File: config.mk
export PLATFORM = sky130hd
export DESIGN_NAME = multicycle_controller
export DESIGN_NICKNAME = d
export VERILOG_FILES = /design/src/rtl/multicycle_controller.sv
export SDC_FILE = /design/constraint.sdc
export NUM_CORES = 1
export LEC_CHECK = 0
export BUFFER_PORTS_ARGS = -buffer_cell sky130_fd_sc_hd__buf_4
export CORE_MARGIN = 2
export CORE_UTILIZATION = 47
export DETAILED_ROUTE_END_ITERATION = 7
export HOLD_SLACK_MARGIN = 0.15
export PLACE_DENSITY = 0.81
export SETUP_SLACK_MARGIN = 0.15
export SYNTH_ARGS = -nofsm -noshare
export SYNTH_HDL_FRONTEND = slang
export SYNTH_SLANG_ARGS = --single-unit
File: constraint.sdc
create_clock -name clk -period 1.7 [get_ports clk]
set_input_delay 0.425 -clock clk [delete_from_list [all_inputs] [get_ports clk]]
set_output_delay 0.425 -clock clk [all_outputs]
set_load 0.01 [all_outputs]
File: src/rtl/multicycle_controller.sv
// rtl/multicycle_controller.sv - RV32I multi-cycle datapath control FSM
//
// Sequences the shared ALU, register file, unified memory port, PC/IR and
// immediate extender over 3-5 cycles per instruction.
//
// Ports:
//   clk, reset_n         rising-edge clock, asynchronous active-low reset
//   op, funct3, funct7b5 decoded fields of the registered instruction
//   zero, lt, ltu        ALU flags used for branch resolution
//   mem_ready            memory access completes this cycle
//   PCWrite, IRWrite     PC / IR+OldPC enables
//   AdrSrc, MemWrite     memory address select and write strobe
//   ResultSrc            00 ALUOut, 01 ReadData, 10 ALUResult
//   ALUSrcA / ALUSrcB    ALU operand selects
//   ALUControl           ALU operation
//   RegWrite, ImmSrc     register write enable, immediate format
//   retire, illegal      end-of-instruction / unsupported-instruction pulses
//
// Build option: FULL_BRANCH_EN enables blt/bge/bltu/bgeu.

module multicycle_controller (
  input  logic       clk,
  input  logic       reset_n,
  input  logic [6:0] op,
  input  logic [2:0] funct3,
  input  logic       funct7b5,
  input  logic       zero,
  input  logic       lt,
  input  logic       ltu,
  input  logic       mem_ready,
  output logic       PCWrite,
  output logic       AdrSrc,
  output logic       MemWrite,
  output logic       IRWrite,
  output logic [1:0] ResultSrc,
  output logic [1:0] ALUSrcA,
  output logic [1:0] ALUSrcB,
  output logic [3:0] ALUControl,
  output logic       RegWrite,
  output logic [2:0] ImmSrc,
  output logic       retire,
  output logic       illegal
);

  localparam logic [6:0] OP_LOAD   = 7'b0000011;
  localparam logic [6:0] OP_STORE  = 7'b0100011;
  localparam logic [6:0] OP_RTYPE  = 7'b0110011;
  localparam logic [6:0] OP_IMM    = 7'b0010011;
  localparam logic [6:0] OP_JAL    = 7'b1101111;
  localparam logic [6:0] OP_JALR   = 7'b1100111;
  localparam logic [6:0] OP_BRANCH = 7'b1100011;
  localparam logic [6:0] OP_LUI    = 7'b0110111;
  localparam logic [6:0] OP_AUIPC  = 7'b0010111;

  localparam logic [3:0] ALU_ADD  = 4'b0000;
  localparam logic [3:0] ALU_SUB  = 4'b0001;
  localparam logic [3:0] ALU_AND  = 4'b0010;
  localparam logic [3:0] ALU_OR   = 4'b0011;
  localparam logic [3:0] ALU_XOR  = 4'b0100;
  localparam logic [3:0] ALU_SLT  = 4'b0101;
  localparam logic [3:0] ALU_SLTU = 4'b0110;
  localparam logic [3:0] ALU_SLL  = 4'b0111;
  localparam logic [3:0] ALU_SRL  = 4'b1000;
  localparam logic [3:0] ALU_SRA  = 4'b1001;

  typedef enum logic [3:0] {
    S_FETCH, S_DECODE, S_MEMADR, S_MEMREAD, S_MEMWB, S_MEMWRITE, S_EXECR,
    S_EXECI, S_ALUWB, S_JALR, S_JAL, S_LUI, S_AUIPC, S_BRANCH
  } state_t;

  state_t     state, next_state;
  logic [3:0] alu_fn;
  logic       br_legal;
  logic       br_taken;

  always_ff @(posedge clk or negedge reset_n) begin
    if (!reset_n) state <= S_FETCH;
    else          state <= next_state;
  end

  always_comb begin
    case (op)
      OP_STORE:         ImmSrc = 3'b001;
      OP_BRANCH:        ImmSrc = 3'b010;
      OP_JAL:           ImmSrc = 3'b011;
      OP_LUI, OP_AUIPC: ImmSrc = 3'b100;
      default:          ImmSrc = 3'b000;
    endcase
  end

  // Only R-type (op[5]=1) may turn funct3=000 into sub; addi ignores bit 30.
  always_comb begin
    case (funct3)
      3'b000:  alu_fn = (op[5] & funct7b5) ? ALU_SUB : ALU_ADD;
      3'b001:  alu_fn = ALU_SLL;
      3'b010:  alu_fn = ALU_SLT;
      3'b011:  alu_fn = ALU_SLTU;
      3'b100:  alu_fn = ALU_XOR;
      3'b101:  alu_fn = funct7b5 ? ALU_SRA : ALU_SRL;
      3'b110:  alu_fn = ALU_OR;
      default: alu_fn = ALU_AND;
    endcase
  end

`ifdef FULL_BRANCH_EN
  assign br_legal = (funct3[2:1] != 2'b01);
  always_comb begin
    br_taken = 1'b0;
    case (funct3)
      3'b000:  br_taken = zero;
      3'b001:  br_taken = !zero;
      3'b100:  br_taken = lt;
      3'b101:  br_taken = !lt;
      3'b110:  br_taken = ltu;
      3'b111:  br_taken = !ltu;
      default: br_taken = 1'b0;
    endcase
  end
`else
  logic unused_flags;
  assign unused_flags = lt | ltu;
  assign br_legal = (funct3[2:1] == 2'b00);
  assign br_taken = funct3[0] ? !zero : zero;
`endif

  always_comb begin
    next_state = state;
    PCWrite    = 1'b0;
    AdrSrc     = 1'b0;
    MemWrite   = 1'b0;
    IRWrite    = 1'b0;
    ResultSrc  = 2'b00;
    ALUSrcA    = 2'b00;
    ALUSrcB    = 2'b00;
    ALUControl = ALU_ADD;
    RegWrite   = 1'b0;
    retire     = 1'b0;
    illegal    = 1'b0;

    case (state)
      S_FETCH: begin
        ALUSrcB   = 2'b10;
        ResultSrc = 2'b10;
        IRWrite   = mem_ready;
        PCWrite   = mem_ready;
        if (mem_ready) next_state = S_DECODE;
      end
      S_DECODE: begin
        ALUSrcA = 2'b01;
        ALUSrcB = 2'b01;
        case (op)
          OP_LOAD, OP_STORE: next_state = S_MEMADR;
          OP_RTYPE:          next_state = S_EXECR;
          OP_IMM:            next_state = S_EXECI;
          OP_JAL:            next_state = S_JAL;
          OP_JALR:           next_state = S_JALR;
          OP_LUI:            next_state = S_LUI;
          OP_AUIPC:          next_state = S_AUIPC;
          OP_BRANCH: begin
            if (br_legal) next_state = S_BRANCH;
            else begin
              illegal    = 1'b1;
              next_state = S_FETCH;
            end
          end
          default: begin
            illegal    = 1'b1;
            next_state = S_FETCH;
          end
        endcase
      end
      S_MEMADR: begin
        ALUSrcA    = 2'b10;
        ALUSrcB    = 2'b01;
        next_state = op[5] ? S_MEMWRITE : S_MEMREAD;
      end
      S_MEMREAD: begin
        AdrSrc = 1'b1;
        if (mem_ready) next_state = S_MEMWB;
      end
      S_MEMWB: begin
        ResultSrc  = 2'b01;
        RegWrite   = 1'b1;
        retire     = 1'b1;
        next_state = S_FETCH;
      end
      S_MEMWRITE: begin
        AdrSrc   = 1'b1;
        MemWrite = 1'b1;
        retire   = mem_ready;
        if (mem_ready) next_state = S_FETCH;
      end
      S_EXECR: begin
        ALUSrcA    = 2'b10;
        ALUControl = alu_fn;
        next_state = S_ALUWB;
      end
      S_EXECI: begin
        ALUSrcA    = 2'b10;
        ALUSrcB    = 2'b01;
        ALUControl = alu_fn;
        next_state = S_ALUWB;
      end
      S_ALUWB: begin
        RegWrite   = 1'b1;
        retire     = 1'b1;
        next_state = S_FETCH;
      end
      S_JALR: begin
        ALUSrcA    = 2'b10;
        ALUSrcB    = 2'b01;
        next_state = S_JAL;
      end
      // Target already sits in ALUOut; ALU computes OldPC+4 for rd.
      S_JAL: begin
        ALUSrcA    = 2'b01;
        ALUSrcB    = 2'b10;
        PCWrite    = 1'b1;
        next_state = S_ALUWB;
      end
      S_LUI: begin
        ALUSrcA    = 2'b11;
        ALUSrcB    = 2'b01;
        next_state = S_ALUWB;
      end
      S_AUIPC: begin
        ALUSrcA    = 2'b01;
        ALUSrcB    = 2'b01;
        next_state = S_ALUWB;
      end
      S_BRANCH: begin
        ALUSrcA    = 2'b10;
        ALUControl = ALU_SUB;
        PCWrite    = br_taken;
        retire     = 1'b1;
        next_state = S_FETCH;
      end
      default: next_state = S_FETCH;
    endcase

    // Enables must drop the instant reset asserts, not at the next edge.
    if (!reset_n) begin
      PCWrite  = 1'b0;
      IRWrite  = 1'b0;
      RegWrite = 1'b0;
      MemWrite = 1'b0;
      retire   = 1'b0;
      illegal  = 1'b0;
    end
  end

endmodule
==> flow_metrics.py, run 1 <==
metrics = {
    "outcome": {
        "run_status": "did not finish",
        "failing_step": "global routing",
        "error": "[ERROR DPL-0038] Utilization greater than 100%, impossible to legalize",
    },
    "placed_design": {
        "dp_hpwl_um": 2260,
        "count_of_input_and_output_buffers": 34,
        "post-place-ws_ns": -0.109,
        "gpl_wtd_cong": 0.867,
    },
    "logic_synthesis": {
        "ys_seq_elements": 4,
        "yosysUniqueCellTypes": 49,
        "number_of_synthesized_flops_with_an_enable_pin": 0,
        "summed_instance_area_of_the_synthesized_netlist_um2": 825,
        "asyncSetResetFlopFracSynth_pct": 100,
        "ys_flop_type": "sky130_fd_sc_hd__dfrtp_1",
        "ys.warnings.count": 0,
        "post_synthesis_net_count": 136,
        "yosysSeqAreaShare_pct": 12.1,
        "synthesis.area_per_instance_um2": 6.93,
        "netlist_instances": 119,
    },
    "die": {
        "floorplan.initialDensity_pct": 48.8,
        "placement_rows": 15,
        "chipHeight_um": 45.9,
        "die_width_um": 45.9,
        "floorplan.io_pins": 37,
    },
    "timing": {
        "grt_worst_setup_endpoint": "retire",
        "worstEpCategory": "primary output",
    },
    "clock_network": {
        "clock_sink_count": 4,
        "clock_tree.root_cell": "sky130_fd_sc_hd__clkbuf_4",
        "max-clock-path-buffers": 2,
        "cts_buffers": 3,
        "clock_tree.htree_level_count": 1,
    },
    "global_route": {
        "largest_net_degree_at_the_start_of_global_routing": 17,
    },
}
kinds of logic after synthesis:
family          count (synthesis)  synth area share (%)
compound gates                 35                  28.8
mux                             2                  2.43
buf+inv                        16                  10.3
simple gates                   56                  39.9
xor+xnor                        6                  6.37
flops                           4                  12.1
metrics by stage:
stage               std cells  setup TNS (ns)  instance area (um^2)
detailed placement        193          -0.237                  1340
CTS                       206           -2.18                  1620
global placement          193          -0.221                  1340
floorplan                 119               0                   882
synthesized netlist by cell type, types with 2 or more instances:
cell type | number | area [um^2]
sky130_fd_sc_hd__nor2_1 | 11 | 41.3
sky130_fd_sc_hd__nand2_1 | 10 | 37.5
sky130_fd_sc_hd__a21oi_1 | 8 | 40.0
sky130_fd_sc_hd__buf_4 | 5 | 37.5
sky130_fd_sc_hd__inv_1 | 5 | 18.8
sky130_fd_sc_hd__nor3_1 | 5 | 25.0
sky130_fd_sc_hd__o21ai_0 | 5 | 25.0
sky130_fd_sc_hd__xor2_1 | 5 | 43.8
sky130_fd_sc_hd__and3_1 | 4 | 25.0
sky130_fd_sc_hd__buf_2 | 4 | 20.0
sky130_fd_sc_hd__dfrtp_1 | 4 | 100
sky130_fd_sc_hd__a32oi_1 | 3 | 26.3
sky130_fd_sc_hd__nand3b_1 | 3 | 22.5
sky130_fd_sc_hd__nor2b_1 | 3 | 18.8
sky130_fd_sc_hd__o21ai_1 | 3 | 15.0
sky130_fd_sc_hd__a211oi_1 | 2 | 15.0
sky130_fd_sc_hd__a31oi_1 | 2 | 12.5
sky130_fd_sc_hd__mux2i_1 | 2 | 20.0
sky130_fd_sc_hd__nand2b_1 | 2 | 12.5
sky130_fd_sc_hd__nor4_1 | 2 | 12.5
sky130_fd_sc_hd__o22ai_1 | 2 | 12.5
sky130_fd_sc_hd__o32ai_1 | 2 | 17.5
repair_timing:
action	4_1_cts
pin swaps	13
hold endpoints to repair	4
hold buffers	1
resized for setup	44
endpoints found under the setup margin	20
buffers inserted	9
==> inputs of run 2 (changes only) <==
==> config.mk (replaced) <==
export PLATFORM = sky130hd
export DESIGN_NAME = multicycle_controller
export DESIGN_NICKNAME = d
export VERILOG_FILES = /design/src/rtl/multicycle_controller.sv
export SDC_FILE = /design/constraint.sdc
export NUM_CORES = 1
export LEC_CHECK = 0
export BUFFER_PORTS_ARGS = -buffer_cell sky130_fd_sc_hd__buf_4
export CORE_AREA = 2 2 63 65
export DETAILED_ROUTE_END_ITERATION = 7
export DIE_AREA = 0 0 65 67
export PLACE_DENSITY_LB_ADDON = 0.15
export SYNTH_ARGS = -nofsm -noshare
export SYNTH_HDL_FRONTEND = slang
export SYNTH_SLANG_ARGS = --single-unit
==> flow_metrics.py, run 2 <==
metrics = {
    "outcome": {
        "run_status": "finished, violations left",
        "failing_checks": "negative setup slack",
    },
    "global_route": {
        "grt_pass1_wl_um": 5150,
        "global_route.usage.total_pct": 15.2,
        "globalRouteOverflowTotal": 0,
        "antenna_found_initial": 0,
        "via_count_of_the_first_global_routing_pass": 1133,
        "largest_net_degree_at_the_start_of_global_routing": 14,
    },
    "clock_network": {
        "clkTransAtPathRegs_ns": 0.03,
        "post_cts_hold_buffer_count": 0,
        "max-clock-path-buffers": 2,
        "cts_buffers": 3,
        "clock_tree.root_cell": "sky130_fd_sc_hd__clkbuf_8",
        "clk_latency_ns": 0.22,
        "clock_tree.htree_level_count": 1,
        "tritoncts_clock_tree": "done",
        "clock_sink_count": 4,
    },
    "critical_path": {
        "worst_path_largest_cell_delay_ns": 0.49,
        "critical_path.slowest_cell": "sky130_fd_sc_hd__or4b_4",
        "slack_of_the_worst_reg_to_reg_path_ns": 0.19,
        "r2r-start": "state[1]",
        "worstPathArrival_ns": 1.52,
        "path_max_fanout": 5,
        "crit_start": "state[3]",
        "worstSetupPathType": "reg2out",
        "timing.critical_path.cells": "nand2_2, nor2_2, or4b_4, a21oi_2, buf_4",
        "setup.worst_path.start_class": "flop",
        "critical_path.endpoint_type": "primary output",
        "worstPathRequired_ns": 1.27,
    },
    "logic_synthesis": {
        "fraction_of_synthesized_area_in_multiplexers_pct": 2.43,
        "post_synth_most_frequent_cells": "sky130_fd_sc_hd__nor2_1 (11), sky130_fd_sc_hd__nand2_1 (10), sky130_fd_sc_hd__a21oi_1 (8)",
        "post_synthesis_net_count": 136,
        "yosys.area_share.simple_pct": 39.9,
        "asyncSetResetFlopFracSynth_pct": 100,
        "dominant_combinational_cell_family_by_area_after_synthesis": "simple AND/OR/NAND/NOR gates",
        "post_synth_fa_ha_maj_area_fraction_pct": 0,
        "netlist_top_cells_area": "sky130_fd_sc_hd__dfrtp_1 (12%), sky130_fd_sc_hd__xor2_1 (5.3%), sky130_fd_sc_hd__nor2_1 (5.0%), sky130_fd_sc_hd__a21oi_1 (4.9%), sky130_fd_sc_hd__buf_4 (4.6%)",
        "synthesis.area_per_instance_um2": 6.93,
        "post-synth-top-count-cell": "sky130_fd_sc_hd__nor2_1",
        "ys_flop_type": "sky130_fd_sc_hd__dfrtp_1",
        "ys_seq_elements": 4,
        "synth_area_leader_cell": "sky130_fd_sc_hd__dfrtp_1",
        "yosysUniqueCellTypes": 49,
        "summed_instance_area_of_the_synthesized_netlist_um2": 825,
        "synth_compound_gate_area_share_pct": 28.8,
        "yosysSeqAreaShare_pct": 12.1,
        "netlist_instances": 119,
        "synth_top_cell_area_share_pct": 12.1,
        "ys.warnings.count": 0,
        "number_of_synthesized_flops_with_an_enable_pin": 0,
        "synthXorXnorAreaFrac_pct": 6.37,
    },
    "pwr": {
        "net_switching_power_mw": 1.03,
        "comb_power_share_pct": 82.3,
        "int_pwr_mw": 1.38,
        "final_total_pwr_mw": 2.41,
        "power_density_mw_per_mm2": 1450,
        "seqPwrFrac_pct": 9.4,
        "power.static_leakage_nw": 0.772,
        "switching_share_of_total_power_pct": 42.7,
        "vdd_ir_drop_max_v": 0.000427,
        "clkPwrFrac_pct": 8.3,
    },
    "hold_path": {
        "class_of_the_tightest_hold_or_removal_check": "in2async",
    },
    "cells_and_area": {
        "most_common_cell_after_layout_fill_and_taps_aside": "sky130_fd_sc_hd__buf_4",
        "diodes": 0,
        "most_flop_heavy_register": "state",
        "stdcell_area_mm2": 0.00167,
        "drive_above_1_share_pct": 58.6,
        "most-common-layout-cells": "sky130_fd_sc_hd__buf_4 (66), sky130_fd_sc_hd__buf_6 (11), sky130_fd_sc_hd__nand2_1 (8)",
        "largestRegisters": "state x4",
        "final_net_count": 210,
        "layout.filler_cells": 377,
        "instances_no_fill": 239,
        "layout-area-overhead-vs-synth_pct": 102,
        "largest_register_ffs": 4,
    },
    "timing": {
        "timing.max_slew.rel_slack_pct": 77.4,
        "grt_setup_unrepaired": "true",
        "period_needed_ns": 1.95,
        "setup_ws_ns": -0.248,
        "finalCritPeriodShare_pct": 115,
        "timing_max_transition_violations_final": 0,
        "report.final.setup_viol": 15,
        "fmax_mhz": 513,
        "fin_skew_ns": 0.000356,
        "timing_worst_slew_pin_value_ns": 0.339,
        "finalHoldViolations": 0,
    },
    "detailed_routing": {
        "routed_wl_um": 3180,
        "met3WireLength_um": 153,
        "routed-wl-met2_um": 1660,
        "wl_per_cell_um": 13.3,
        "route.detailed.vias_per_inst": 4.90,
        "ant_nets": 0,
        "highest_layer": "met4",
        "dr_total_vias": 1171,
        "detail_route.drc_violations": 0,
        "wl_met1_um": 1340,
        "drc_marker_count_from_the_first_detailed_route_iteration": 52,
        "detail_route.first_pass.iterations": 4,
    },
    "die": {
        "floorplan.initialDensity_pct": 22.9,
        "floorplan.io_pins": 37,
        "die_width_um": 65,
        "core_mm2": 0.00361,
        "chipHeight_um": 67,
        "placement_rows": 22,
        "area_enclosed_by_the_die_boundary_mm2": 0.00436,
    },
    "placed_design": {
        "placedInstanceArea_mm2": 0.00136,
        "count_of_input_and_output_buffers": 34,
        "dp_hpwl_um": 2390,
        "dp.cells": 227,
        "gpl_wtd_cong": 0.832,
    },
    "run": {
        "max_cap_viol_count": 0,
    },
}
-- run 2: cells by family (layout without fill, tap and decap cells) --
kind of cell,count (synthesis),count (layout)
xor gates and xnor gates,6,6
DFF,4,4
muxes,2,2
buffers and inverters,16,88
and+or+nand+nor,56,56
AOI/OAI and AO/OA,35,35
-- run 2: path summary, 6_finish.rpt --
kind,cells after the start,endpoint
worst max-delay path,5,retire
worst min-delay path,2,state[2]
worst max register to register,5,state[1]
worst min register to register,3,state[1]
max in group asynchronous,2,state[1]
min in group clk,4,state[3]
-- run 2: final cells by class --
type | count | area [um^2] | area share [%]
Timing Repair Buffer | 79 | 654 | 39.3
Clock buffer | 3 | 41.3 | 2.48
Sequential cell | 4 | 104 | 6.24
Tap cell | 48 | 60.1 | 3.61
Multi-Input combinational cell | 99 | 783 | 47.0
Inverter | 6 | 22.5 | 1.35
-- run 2: per-stage QoR --
step	setup WS [ns]	hold slack, ns	TNS (ns)	utilization, %
after floorplan	0.0216	0.129	0	-
after global placement	-0.184	0.354	-0.480	37.6
after global routing	-0.319	0.119	-2.65	46.2
after detailed placement	-0.187	0.353	-0.460	37.6
final	-0.248	0.117	-1.72	46.2
after CTS	-0.277	0.120	-1.77	44.0
-- run 2: power groups by stage --
stage	Clock [mW]	Sequential, mW	Combinational (mW)
2_1_floorplan	0	0.174	0.833
3_3_place_gp	0	0.209	1.45
3_5_place_dp	0	0.206	1.47
4_1_cts	0.209	0.211	1.84
5_1_grt	0.218	0.233	2.14
6_report	0.199	0.227	1.98
-- run 2: timing repair --
action | 4_1_cts | 5_1_grt
pin swaps | 10 | 8
setup endpoints to repair | 19 | 20
gates resized for setup | 30 | 19
setup buffers | 9 | 2
-- run 2: worst max-delay path: cells and delay by family, from the launching register on --
| kind | cells | cell delay (ns) |
|---|---|---|
| buffers and inverters | 1 | 0.12 |
| DFF | 1 | 0.44 |
| AOI/OAI and AO/OA | 1 | 0.11 |
| and+or+nand+nor | 3 | 0.64 |
-- run 2: layer usage --
layer / up-vias / GRT usage, %
met5: - / 0
met4: 0 / 4.52
met3: 4 / 2.70
met2: 37 / 28.1
met1: 539 / 17.7
li1: 591 / -
(Power assumes the default switching activity.)
